<file path="src/rtl/turn_signal_pkg.sv">
// Shared types and widths for the turn-signal sequencer.
package turn_signal_pkg;

  typedef enum logic [1:0] {
    IDLE   = 2'd0,
    LEFT   = 2'd1,
    RIGHT  = 2'd2,
    HAZARD = 2'd3
  } state_t;

  localparam int unsigned TICK_W = 8;
  localparam int unsigned CMF_W  = 4;

endpackage

</file>
<file path="src/rtl/turn_signal_ctrl_if.sv">
// Driver-controls / lamp-request bundle between the controls and turn_signal_ctrl.
interface turn_signal_ctrl_if;
  logic lever_left;
  logic lever_right;
  logic hazard_btn;
  logic left;
  logic right;
  logic E;
  logic tick;
  logic active;

  modport master (
    output lever_left, lever_right, hazard_btn,
    input  left, right, E, tick, active
  );

  modport slave (
    input  lever_left, lever_right, hazard_btn,
    output left, right, E, tick, active
  );
endinterface

</file>
<file path="src/rtl/turn_signal_ctrl_tick_gen.sv">
// Blink-step divider: one-cycle tick every TICK_DIV cycles while enabled.
module tick_gen
  import turn_signal_pkg::*;
#(
  parameter int unsigned TICK_DIV = 10
) (
  input  logic clk,
  input  logic rst,
  input  logic clr,
  input  logic en,
  output logic tick
);

  localparam logic [TICK_W-1:0] CNT_TOP = TICK_W'(TICK_DIV - 1);

  logic [TICK_W-1:0] cnt;

  always_ff @(posedge clk) begin
    if (rst || clr || !en)
      cnt <= '0;
    else if (cnt == CNT_TOP)
      cnt <= '0;
    else
      cnt <= cnt + TICK_W'(1);
  end

  assign tick = en & (cnt == CNT_TOP);

endmodule

</file>
<file path="src/rtl/turn_signal_ctrl.sv">
// Turn/hazard request sequencer for the tail-light lamp block.
// Optional comfort blink (hold after a short lever tap) enabled by `COMFORT_BLINK_EN.
module turn_signal_ctrl
  import turn_signal_pkg::*;
#(
  parameter int unsigned TICK_DIV      = 10,
  parameter int unsigned COMFORT_TICKS = 3
) (
  input logic               clk,
  input logic               rst,
  turn_signal_ctrl_if.slave bus
);

  if (TICK_DIV < 2 || TICK_DIV > 255 || COMFORT_TICKS < 1 || COMFORT_TICKS > 15) begin : g_param_check
    $error("turn_signal_ctrl: TICK_DIV or COMFORT_TICKS out of range");
  end

  state_t state, state_nxt;
  logic   hzd_prev, hzd_latch, hzd_rise, latch_nxt;
  logic   tick, active, clr, hold;
  logic   left_q, right_q, e_q;

  assign hzd_rise  = bus.hazard_btn & ~hzd_prev;
  assign latch_nxt = hzd_latch ^ hzd_rise;

`ifdef COMFORT_BLINK_EN
  localparam logic [CMF_W-1:0] CMF_LOAD = CMF_W'(COMFORT_TICKS);

  logic [CMF_W-1:0] cmf, cmf_dec, cmf_nxt;

  // Decrement is applied before the hold decision so the last tick exits on its own edge.
  assign cmf_dec = (tick && cmf != '0) ? cmf - CMF_W'(1) : cmf;
  assign hold    = (state == LEFT || state == RIGHT) && (cmf_dec != '0);

  always_comb begin
    cmf_nxt = cmf_dec;
    if ((state_nxt == LEFT || state_nxt == RIGHT) && state_nxt != state)
      cmf_nxt = CMF_LOAD;
    else if (state_nxt == HAZARD || state_nxt == IDLE)
      cmf_nxt = '0;
  end

  always_ff @(posedge clk) begin
    if (rst)
      cmf <= '0;
    else
      cmf <= cmf_nxt;
  end
`else
  assign hold = 1'b0;
`endif

  always_ff @(posedge clk) begin
    if (rst) begin
      state     <= IDLE;
      hzd_latch <= 1'b0;
      // Tracks the button through reset so a button held across reset is not a new press.
      hzd_prev  <= bus.hazard_btn;
    end else begin
      state     <= state_nxt;
      hzd_latch <= latch_nxt;
      hzd_prev  <= bus.hazard_btn;
    end
  end

  always_comb begin
    state_nxt = IDLE;
    left_q    = 1'b0;
    right_q   = 1'b0;
    e_q       = 1'b0;

    if (latch_nxt)
      state_nxt = HAZARD;
    else if (bus.lever_left && bus.lever_right)
      state_nxt = IDLE;
    else if (bus.lever_left)
      state_nxt = LEFT;
    else if (bus.lever_right)
      state_nxt = RIGHT;
    else if (hold)
      state_nxt = state;

    unique case (state)
      LEFT:    left_q  = 1'b1;
      RIGHT:   right_q = 1'b1;
      HAZARD:  e_q     = 1'b1;
      default: ;
    endcase
  end

  assign active = (state != IDLE);
  assign clr    = (state_nxt != state);

  tick_gen #(
    .TICK_DIV(TICK_DIV)
  ) u_tick_gen (
    .clk (clk),
    .rst (rst),
    .clr (clr),
    .en  (active),
    .tick(tick)
  );

  assign bus.left   = left_q;
  assign bus.right  = right_q;
  assign bus.E      = e_q;
  assign bus.tick   = tick;
  assign bus.active = active;

endmodule

</file>
<file path="src/flat_wrapper.sv">
// flat-port wrapper written by rule: the top's interface ports become plain ports
module turn_signal_ctrl_flat import turn_signal_pkg::*;
#(
  parameter int unsigned TICK_DIV      = 10,
  parameter int unsigned COMFORT_TICKS = 3
)
  (clk, rst, bus_lever_left, bus_lever_right, bus_hazard_btn, bus_left, bus_right, bus_E, bus_tick, bus_active);
  turn_signal_ctrl_if bus_i ();
  input logic clk;
  input logic rst;
  input wire logic [$bits(bus_i.lever_left)-1:0] bus_lever_left;
  input wire logic [$bits(bus_i.lever_right)-1:0] bus_lever_right;
  input wire logic [$bits(bus_i.hazard_btn)-1:0] bus_hazard_btn;
  output wire logic [$bits(bus_i.left)-1:0] bus_left;
  output wire logic [$bits(bus_i.right)-1:0] bus_right;
  output wire logic [$bits(bus_i.E)-1:0] bus_E;
  output wire logic [$bits(bus_i.tick)-1:0] bus_tick;
  output wire logic [$bits(bus_i.active)-1:0] bus_active;
  assign bus_i.lever_left = bus_lever_left;
  assign bus_i.lever_right = bus_lever_right;
  assign bus_i.hazard_btn = bus_hazard_btn;
  assign bus_left = bus_i.left;
  assign bus_right = bus_i.right;
  assign bus_E = bus_i.E;
  assign bus_tick = bus_i.tick;
  assign bus_active = bus_i.active;
  turn_signal_ctrl #(.TICK_DIV(TICK_DIV), .COMFORT_TICKS(COMFORT_TICKS)) u_core (.clk(clk), .rst(rst), .bus(bus_i));
endmodule
</file>
<file path="config.mk">
export PLATFORM = sky130hd
export DESIGN_NAME = turn_signal_ctrl_flat
export DESIGN_NICKNAME = d
export VERILOG_FILES = /design/src/rtl/turn_signal_pkg.sv /design/src/rtl/turn_signal_ctrl_if.sv /design/src/rtl/turn_signal_ctrl_tick_gen.sv /design/src/rtl/turn_signal_ctrl.sv /design/src/flat_wrapper.sv
export SDC_FILE = /design/constraint.sdc
export NUM_CORES = 1
export LEC_CHECK = 0
export CAP_MARGIN = 40
export CELL_PAD_IN_SITES_DETAIL_PLACEMENT = 0
export CELL_PAD_IN_SITES_GLOBAL_PLACEMENT = 1
export CORE_UTILIZATION = 41
export DETAILED_ROUTE_END_ITERATION = 8
export PLACE_DENSITY = 0.91
export SYNTH_ARGS = -nofsm -noshare
export SYNTH_HDL_FRONTEND = slang
export SYNTH_SLANG_ARGS = --single-unit
</file>
<file path="constraint.sdc">
create_clock -name clk -period 2.5 [get_ports clk]
set_clock_uncertainty 0.05 [all_clocks]
set_input_delay 0.375 -clock clk [delete_from_list [all_inputs] [get_ports clk]]
set_output_delay 0.375 -clock clk [all_outputs]
set_load 0.05 [all_outputs]
</file>
==> impl_metrics.py <==
metrics = {
    "status": {
        "status": "completed",
    },
    "floorplan": {
        "rows": 13,
        "dieArea_um2": 1690,
        "die_w_um": 41.1,
        "die_h_um": 41.1,
        "coreArea_um2": 1370,
        "start_util": 0.460,
        "pin_count": 10,
    },
    "layout": {
        "fin_nets": 84,
        "diodes": 0,
        "areaGrowthSynthToFinish_pct": 22.7,
        "layout_commonest_cell": "dfxtp_1",
        "drive_gt1_frac": 0.237,
        "mostFrequentLayoutCells": "dfxtp_1, nor3_2, clkdlybuf4s50_1",
    },
    "timing": {
        "rsz0062_at_grt": "false",
        "final-setup-viol-count": 0,
        "fmax_ghz": 0.456,
        "finalSetupTns_ns": 0,
        "period_share": 0.878,
        "tightest_slew_ns": 0.497,
        "hold_violations": 0,
        "drv_slew": 0,
        "relSlewSlack": 0.668,
        "period_needed_ns": 2.19,
    },
    "pwr": {
        "p_seq_frac": 0.450,
        "p_leak_nw": 0.265,
        "p_switching_mw": 0.135,
        "p_sw_frac": 0.293,
        "clockPowerShare": 0.332,
        "p_int_mw": 0.324,
        "comb_power_share": 0.217,
        "power_mw": 0.459,
        "worst_ir_drop_vdd_v": 0.000482,
        "p_per_area_nw_per_um2": 596,
    },
    "clock_tree": {
        "ctsHoldBuffers": 0,
        "postCtsSetupRepairBufs": 0,
        "cts_tree": "yes",
        "clock_latency_ns": 0.27,
        "cts_resized": 0,
        "clock-sinks": 12,
        "path_clk_slew_ns": 0.07,
        "h-tree-depth": 1,
        "numCtsBuffers": 3,
        "clockBufferDepth": 2,
        "cts_root_buffer": "clkbuf_4",
    },
    "placement": {
        "port_buffers": 9,
        "gp_congestion": 0.724,
        "dp_hpwl_um": 786,
    },
    "drt": {
        "ant_nets": 0,
        "drtIter0Drc": 3,
        "routed_wl_um": 1050,
        "via_count": 463,
        "via_per_inst": 5.09,
        "drt_pass1_iterations": 4,
        "routedWlPerCell_um": 11.5,
        "drc": 0,
    },
    "logic_synthesis": {
        "synth_cells": 63,
        "synth.distinct_cells": 23,
        "synth_area_leaders": "dfxtp_1, nor3_2, xnor2_1, nor2_1, xor2_1",
        "synth_top_area_cell": "dfxtp_1",
        "ys_ff_latch": 12,
        "yosys_warnings": 0,
        "syn_area_um2": 628,
        "ys_seq_area_frac": 0.382,
        "synth.avg_cell_area_um2": 9.97,
        "yosys.area.top_type_share": 0.382,
        "syn_nets": 70,
    },
    "grt": {
        "grt_pass1_vias": 400,
        "grtUsageTotal": 0.152,
        "antenna_found_initial": 0,
        "grt_pass1_wl_um": 1590,
        "overflow": 0,
        "grt_max_degree": 9,
    },
    "critical_path": {
        "arrival_ns": 1.77,
        "start_kind": "flip-flop",
        "worstPathMaxFanout": 7,
        "end_kind": "output pin",
        "worstSetupPathType": "flip-flop to output pin",
        "cp.required_ns": 2.08,
    },
    "hold_path": {
        "hp-class": "flip-flop to flip-flop",
    },
    "job": {
        "cap_violations": 0,
    },
}
==> critical path: stages, from the launching register on <==
cell and delay (ns):
dfxtp_1 0.45, and2_1 0.23, clkdlybuf4s50_1 0.82
==> power by group through the flow <==
stage | clock, mW | combinational, mW | sequential [mW]
final | 0.153 | 0.0998 | 0.207
after global routing | 0.165 | 0.105 | 0.208
after CTS | 0.158 | 0.101 | 0.207
after detailed placement | 0 | 0.101 | 0.212
after global placement | 0 | 0.0994 | 0.211
after floorplan | 0 | 0.0717 | 0.210
==> state kept, by name, indices dropped and copies added (netlist names) <==
register,count
u_core.u_tick_gen.cnt,8
u_core.state,2
u_core.hzd_latch,1
u_core.hzd_prev,1
==> cells in the mapped netlist <==
cell and count:
nor3b_1 1, nor2_2 1, inv_1 5, o21bai_1 1, nor2_1 7, o311a_4 1
nor2b_4 1, nand4_1 1, dfxtp_1 12, nor3_2 8, xor2_1 3, nand3_1 4
o211ai_1 1, nand2_1 3, nor2b_1 1, xnor2_1 4, nand2b_1 1, nor4b_1 1
ha_1 2, and2_1 1, xnor2_2 1, a21oi_1 2, o211ai_4 1
==> routing by layer <==
layer  GRT usage  wire [µm]  up-vias
li1            -          -      239
met1       0.161        502      214
met2       0.246        496        8
met3      0.0978         40        2
met4      0.0484          6        0
met5           0          0        -
==> cell families after synthesis <==
family / Yosys count / share of synthesized area
AO/OA/AOI/OAI: 6 / 0.108
flip-flops: 12 / 0.382
adder cells (fa/ha/maj): 2 / 0.0398
AND/OR/NAND/NOR: 30 / 0.317
buffers and inverters: 5 / 0.0299
XOR/XNOR: 8 / 0.124
==> stage by stage <==
| stage | utilization | instance area (µm²) | cells | setup slack (ns) | hold WS (ns) |
|---|---|---|---|---|---|
| 2_1_floorplan | - | 628 | 63 | 0.517 | 0.353 |
| 3_3_place_gp | 0.538 | 734 | 87 | 0.615 | 0.495 |
| 3_5_place_dp | 0.538 | 734 | 87 | 0.593 | 0.493 |
| 4_1_cts | 0.564 | 771 | 91 | 0.285 | 0.509 |
| 5_1_grt | 0.564 | 771 | 91 | 0.233 | 0.518 |
| 6_report | 0.564 | 771 | 91 | 0.305 | 0.510 |
==> worst paths after layout <==
path	start	endpoint	slack, ns	cells past startpoint
hold / removal	u_core.u_tick_gen.cnt[0]	u_core.u_tick_gen.cnt[0]	0.51	1
hold reg to reg	u_core.u_tick_gen.cnt[0]	u_core.u_tick_gen.cnt[0]	0.51	1
setup / recovery	u_core.state[0]	bus_E	0.31	2
setup reg to reg	u_core.u_tick_gen.cnt[0]	u_core.u_tick_gen.cnt[7]	1.00	5
==> final cells by class <==
cell class / instances / area, µm²
timing repair buffer: 9 / 87.6
clock buffer: 4 / 36.3
multi-input combinational: 46 / 369
inverter: 5 / 18.8
tap: 15 / 18.8
sequential: 12 / 240
fill: 126 / 596
Note: power is estimated with default switching activity, not from simulation.
==> edit 1: new RTL, same flow settings <==
Add a define of `COMFORT_BLINK_EN`.
--- a/src/rtl/turn_signal_ctrl.sv
+++ b/src/rtl/turn_signal_ctrl.sv
@@ -1,5 +1,7 @@
 // Turn/hazard request sequencer for the tail-light lamp block.
 // Optional comfort blink (hold after a short lever tap) enabled by `COMFORT_BLINK_EN.
+`define COMFORT_BLINK_EN
+
 module turn_signal_ctrl
   import turn_signal_pkg::*;
 #(
Function: changed (a bounded check fails within 4 cycles, from zero or initial values and one cycle with rst high).
==> edit 1 against the unedited design <==
Design area increased by 61%; power increased by 38%; core utilization decreased by 6.0 points; critical path depth increased by 7; synthesized area increased by 68%; first-iteration DRC count increased to 6.7 times the old value; routed wire length increased by 110%; die area increased by 65%; count of clock-buffer cells in the layout unchanged; worst setup slack got worse by 170 ps; via count increased by 100%; combinational power increased by 86%; sequential cell count increased by 4; critical path type is now flip-flop to flip-flop; largest cell class unchanged.
==> edit 1: results (changes against the unedited design) <==
| Metric | Value |
|---|---|
| Total number of vias | 926 (+100%) |
| Number of cells after detailed placement | 158 (+82%) |
| Synth Area in Compound Gates | 18.70% (+7.9 points) |
| Critical path fanouts, max | 8 (+1) |
| Net count of the mapped netlist | 130 (+86%) |
| Pre-CTS WS | 144.9 ps (-448.1 ps) |
| Number of cells produced by synthesis | 118 (+87%) |
| Adder-Cell Fraction of Synth Area | 8.284% (+4.3 points) |
| Delay contributed by the slowest stage of the critical path | 400 ps (-420 ps) |
| Number of antenna violations at the first check in global routing | 0 (unchanged) |
| Per-cell routed wire length | 13.61 microns (+19%) |
| HPWL reported at the end of detailed placement | 1700 microns (+120%) |
| Post-Synth XOR/XNOR Area | 9.112% (-3.2 points) |
| Unique cell type count in the Yosys netlist | 43 (+87%) |
| Final wirelength | 2205 microns (+110%) |
| Run status | completed |
| Skew-Pair Late Insertion Delay | 290 ps (+20 ps) |
| Global placement routability congestion | 0.8452 (+17%) |
| Peak supply drop | 0.3621 mV (-25%) |
| Arrival time worst endpoint | 2500 ps (+730 ps) |
| Portion of netlist area occupied by mux cells | 0.9467% (+0.95 points) |
| Largest registers in the final layout | u_core.u_tick_gen.cnt (8), u_core.cmf (4), u_core.state (2) |
| Count of nets after finishing | 145 (+73%) |
| CTS-repair resized insts | 0 (unchanged) |
| Worst rel slew slack | 66.69% (-0.085 points) |
| Part of the Yosys area used for sequential elements | 30.30% (-8.0 points) |
| Leakage | 0.0004654 uW (+76%) |
| Clock-pin slew on the worst setup and hold paths | 100 ps (+30 ps) |
| Filler instances | 238 (+89%) |
| Family of cells with the greatest summed delay on the critical path | compound AO/OA/AOI/OAI gates |
| Overall routing resource usage | 17.91% (+2.7 points) |
| Buffers added on ports | 9 (unchanged) |
| Drt initial violations | 20 (+17) |
| Switching Fraction | 32.56% (+3.2 points) |
| Number of global-route vias before repair | 878 (+120%) |
| Synthesis-to-finish area growth | 17.16% |
| Area contributors post-synth | sky130_fd_sc_hd__dfxtp_1, sky130_fd_sc_hd__ha_1, sky130_fd_sc_hd__xor2_1, sky130_fd_sc_hd__nor2_1, sky130_fd_sc_hd__nand3_1 |
| Largest net degree at the start of global routing | 11 (+2) |
| Cell with the biggest individual delay on the critical path | sky130_fd_sc_hd__dfxtp_2 |
| Global-route wire length before repair | 3691 microns (+130%) |
| Ranking of synthesized cells by instance count | sky130_fd_sc_hd__dfxtp_1, sky130_fd_sc_hd__nor2_1, sky130_fd_sc_hd__xor2_1 |
| Share of cells above drive strength 1 | 17.42% (-6.3 points) |
-- edit 1: final timing paths --
| path | start | end | slack, ps | cells after the start |
|---|---|---|---|---|
| worst max-delay path | u_core.state[0]$_SDFF_PP0_ | u_core.u_tick_gen.cnt[3]$_SDFF_PP0_ | 130 | 9 |
| worst min-delay path | u_core.u_tick_gen.cnt[0]$_SDFF_PP0_ | u_core.u_tick_gen.cnt[0]$_SDFF_PP0_ | 460 | 1 |
| worst max register to register | u_core.state[0]$_SDFF_PP0_ | u_core.u_tick_gen.cnt[3]$_SDFF_PP0_ | 130 | 9 |
| worst min register to register | u_core.u_tick_gen.cnt[0]$_SDFF_PP0_ | u_core.u_tick_gen.cnt[0]$_SDFF_PP0_ | 460 | 1 |
-- edit 1: cells by family after synthesis --
logic type | Yosys count
AO/OA/AOI/OAI | 24
XOR/XNOR | 11
adder cells (fa/ha/maj) | 7
buffers and inverters | 10
flip-flops | 16
multiplexers | 1
AND/OR/NAND/NOR | 49
-- edit 1: layer usage --
layer	wire length (microns)	up-vias	GRT usage (%)
li1	-	458	-
met1	1035	440	21.38
met2	1044	19	30.38
met3	71	9	4.058
met4	53	0	7.456
met5	0	-	0
-- edit 1: power groups by stage --
stage / Sequential, uW / Combinational (uW) / Clock (uW)
floorplan: 280 / 136 / 0
CTS: 276 / 183 / 177
finish: 277 / 186 / 169
global placement: 281 / 177 / 0
global route: 279 / 202 / 185
detailed placement: 282 / 181 / 0
-- edit 1: layout make-up --
class | count | area share, %
Multi-Input combinational cell | 92 | 55.66
Sequential cell | 16 | 25.96
Timing Repair Buffer | 13 | 10.30
Tap cell | 30 | 3.030
Clock buffer | 4 | 2.929
Inverter | 7 | 2.121
==> edit 2: new RTL, same settings <==
Made on the original files. Re-encode `state_t` (4 states) as one-hot, 4 bits wide.
--- a/src/rtl/turn_signal_pkg.sv
+++ b/src/rtl/turn_signal_pkg.sv
@@ -1,11 +1,11 @@
 // Shared types and widths for the turn-signal sequencer.
 package turn_signal_pkg;
 
-  typedef enum logic [1:0] {
-    IDLE   = 2'd0,
-    LEFT   = 2'd1,
-    RIGHT  = 2'd2,
-    HAZARD = 2'd3
+  typedef enum logic [3:0] {
+    IDLE   = 4'b0001,
+    LEFT   = 4'b0010,
+    RIGHT  = 4'b0100,
+    HAZARD = 4'b1000
   } state_t;
 
   localparam int unsigned TICK_W = 8;
Formal check against the unedited RTL: no difference found for any inputs over 10 cycles, from zero or initial values and one cycle with rst high; not proved beyond that.
==> edit 2 against the unedited design <==
The run now ends with DRC left; routed wire length grew 30%; sequential power grew 8%; core utilization shrank 0.38 points; register-to-register slack lost 200 ps; combinational power grew 5%; highest routed layer unchanged; synthesized area grew 16%; sequential cell count grew 1; non-clock buffer count grew 2; maximum frequency shrank 3.5%; power shrank 0.20%; synthesized cell count grew 19%; worst setup slack lost 80 ps; critical path type unchanged; design area grew 15%; sequential share of layout area shrank 1.7 points.
==> edit 2: results (changes against the unedited design) <==
| Metric | Value |
|---|---|
| Run status | complete, but fails checks |
| Violations in the final reports | DRC |
| CTS-repair resized insts | 0 (unchanged) |
| Per-cell routed wire length | 12.98 microns (+13%) |
| Number of cells after detailed placement | 101 (+16%) |
| Clock share of power | 28.5% (-4.7 points) |
| Critical path launch point | u_core.state[0]$_SDFF_PP1_ |
| Ranking of synthesized cells by instance count | sky130_fd_sc_hd__dfxtp_1, sky130_fd_sc_hd__nor4_1, sky130_fd_sc_hd__nand2_1, sky130_fd_sc_hd__nor4b_1 |
| Number of search-and-repair iterations in the first detailed-routing pass | 6 (+2) |
| Total number of vias | 604 (+30%) |
| Count of nets after finishing | 99 (+18%) |
| Largest registers in the final layout | u_core.u_tick_gen.cnt (8), u_core.state (4), u_core.hzd_prev (1) |
| Last element of the critical path | bus_right |
| Largest net degree at the start of global routing | 9 (unchanged) |
| Met2 usage | 24.12% (-0.49 points) |
| Global-route wire length before repair | 2228 microns (+40%) |
| Drt drc | 1 (+1) |
| Share of cells above drive strength 1 | 16.85% (-6.8 points) |
| Filler instances | 152 (+21%) |
| Critical register-to-register path startpoint | u_core.state[3]$_SDFF_PP0_ |
| Maximum clock frequency | 439.6 MHz (-3.5%) |
| Number of cells produced by synthesis | 75 (+19%) |
| Power Internal | 318.9 uW (-1.7%) |
| Unique cell type count in the Yosys netlist | 28 (+22%) |
| Routing usage on met3 | 4.082% (-5.7 points) |
| Arrival time worst endpoint | 1850 ps (+80 ps) |
| Global placement routability congestion | 0.8530 (+18%) |
| Leakage | 0.0003190 uW (+21%) |
| Hold wc startpoint | u_core.u_tick_gen.cnt[0]$_SDFF_PP0_ |
| Global-route track usage on met1 | 20.60% (+4.5 points) |
| Power in sequential cells | 223 uW (+8%) |
| Power density relative to cell area | 518.8 nW/um^2 (-13%) |
| Max-slew violations | 0 (unchanged) |
| Clock-pin slew on the worst setup and hold paths | 90 ps (+20 ps) |
| Critical path fanouts, max | 8 (+1) |
| Number of antenna cells inserted | 0 (unchanged) |
| Number of setup buffers added after CTS | 0 (unchanged) |
| Register-to-register setup slack | 800 ps (-200 ps) |
| Part of the Yosys area used for sequential elements | 35.74% (-2.5 points) |
| Final wirelength | 1363 microns (+30%) |
| Net count of the mapped netlist | 84 (+20%) |
| HPWL reported at the end of detailed placement | 1049 microns (+34%) |
| Peak supply drop | 0.3002 mV (-38%) |
| Area contributors post-synth | sky130_fd_sc_hd__dfxtp_1, sky130_fd_sc_hd__ha_1, sky130_fd_sc_hd__nor4_1, sky130_fd_sc_hd__nor4b_1, sky130_fd_sc_hd__xnor2_1 |
| Overall routing resource usage | 15.81% (+0.56 points) |
| Pre-CTS WS | 203.5 ps (-389.5 ps) |
| Cell Area, Placed | 849.6 sq um (+16%) |
| Number of global-route vias before repair | 551 (+38%) |
| Reg-to-reg endpoint | u_core.u_tick_gen.cnt[2]$_SDFF_PP0_ |
| Drt initial violations | 12 (+9) |
[edit 2: changes by cell type after synthesis, moves of 3 or more]
| cell | unedited run | this run |
|---|---|---|
| sky130_fd_sc_hd__nor4b_1 | 1 | 5 |
| sky130_fd_sc_hd__nor3_2 | 8 | 0 |
| sky130_fd_sc_hd__nor4_1 | 0 | 8 |
| sky130_fd_sc_hd__nor2_1 | 7 | 4 |
[edit 2: logic make-up (layout without fill, tap and decap cells)]
kind of cell | count (synthesis) | in the layout | share of synthesized area, %
AND/OR/NAND/NOR | 40 | 40 | 34.37
AO/OA/AOI/OAI | 4 | 4 | 6.358
flip-flops | 13 | 13 | 35.74
multiplexers | 1 | 1 | 1.375
XOR/XNOR | 8 | 8 | 12.20
buffers and inverters | 5 | 19 | 3.093
adder cells (fa/ha/maj) | 4 | 4 | 6.873
[edit 2: per-layer routing]
layer | wire [microns] | part of all wire, %
met5 | 0 | 0
met2 | 613 | 45
met3 | 39 | 2.9
met1 | 689 | 51
met4 | 21 | 1.5
[edit 2: through the flow]
step | hold slack [ps] | total power, uW
4_1_cts | 461.1 | 459.7
5_1_grt | 491.5 | 479.6
6_report | 463.0 | 458.3
3_5_place_dp | 451.6 | 330.3
2_1_floorplan | 352.7 | 300.6
3_3_place_gp | 450.6 | 327.8
[edit 2: critical path, cell delays in order (launching register included)]
cell and delay [ps]:
sky130_fd_sc_hd__dfxtp_1 380, sky130_fd_sc_hd__nor4b_1 340, sky130_fd_sc_hd__clkdlybuf4s50_1 860
[edit 2: area by class of cell]
type / instances / area share, %
clock buffer: 3 / 2.550
sequential: 13 / 29.46
tap: 16 / 2.266
timing repair buffer: 11 / 11.61
multi-input combinational: 57 / 51.84
clock inverter: 1 / 0.5666
inverter: 4 / 1.700
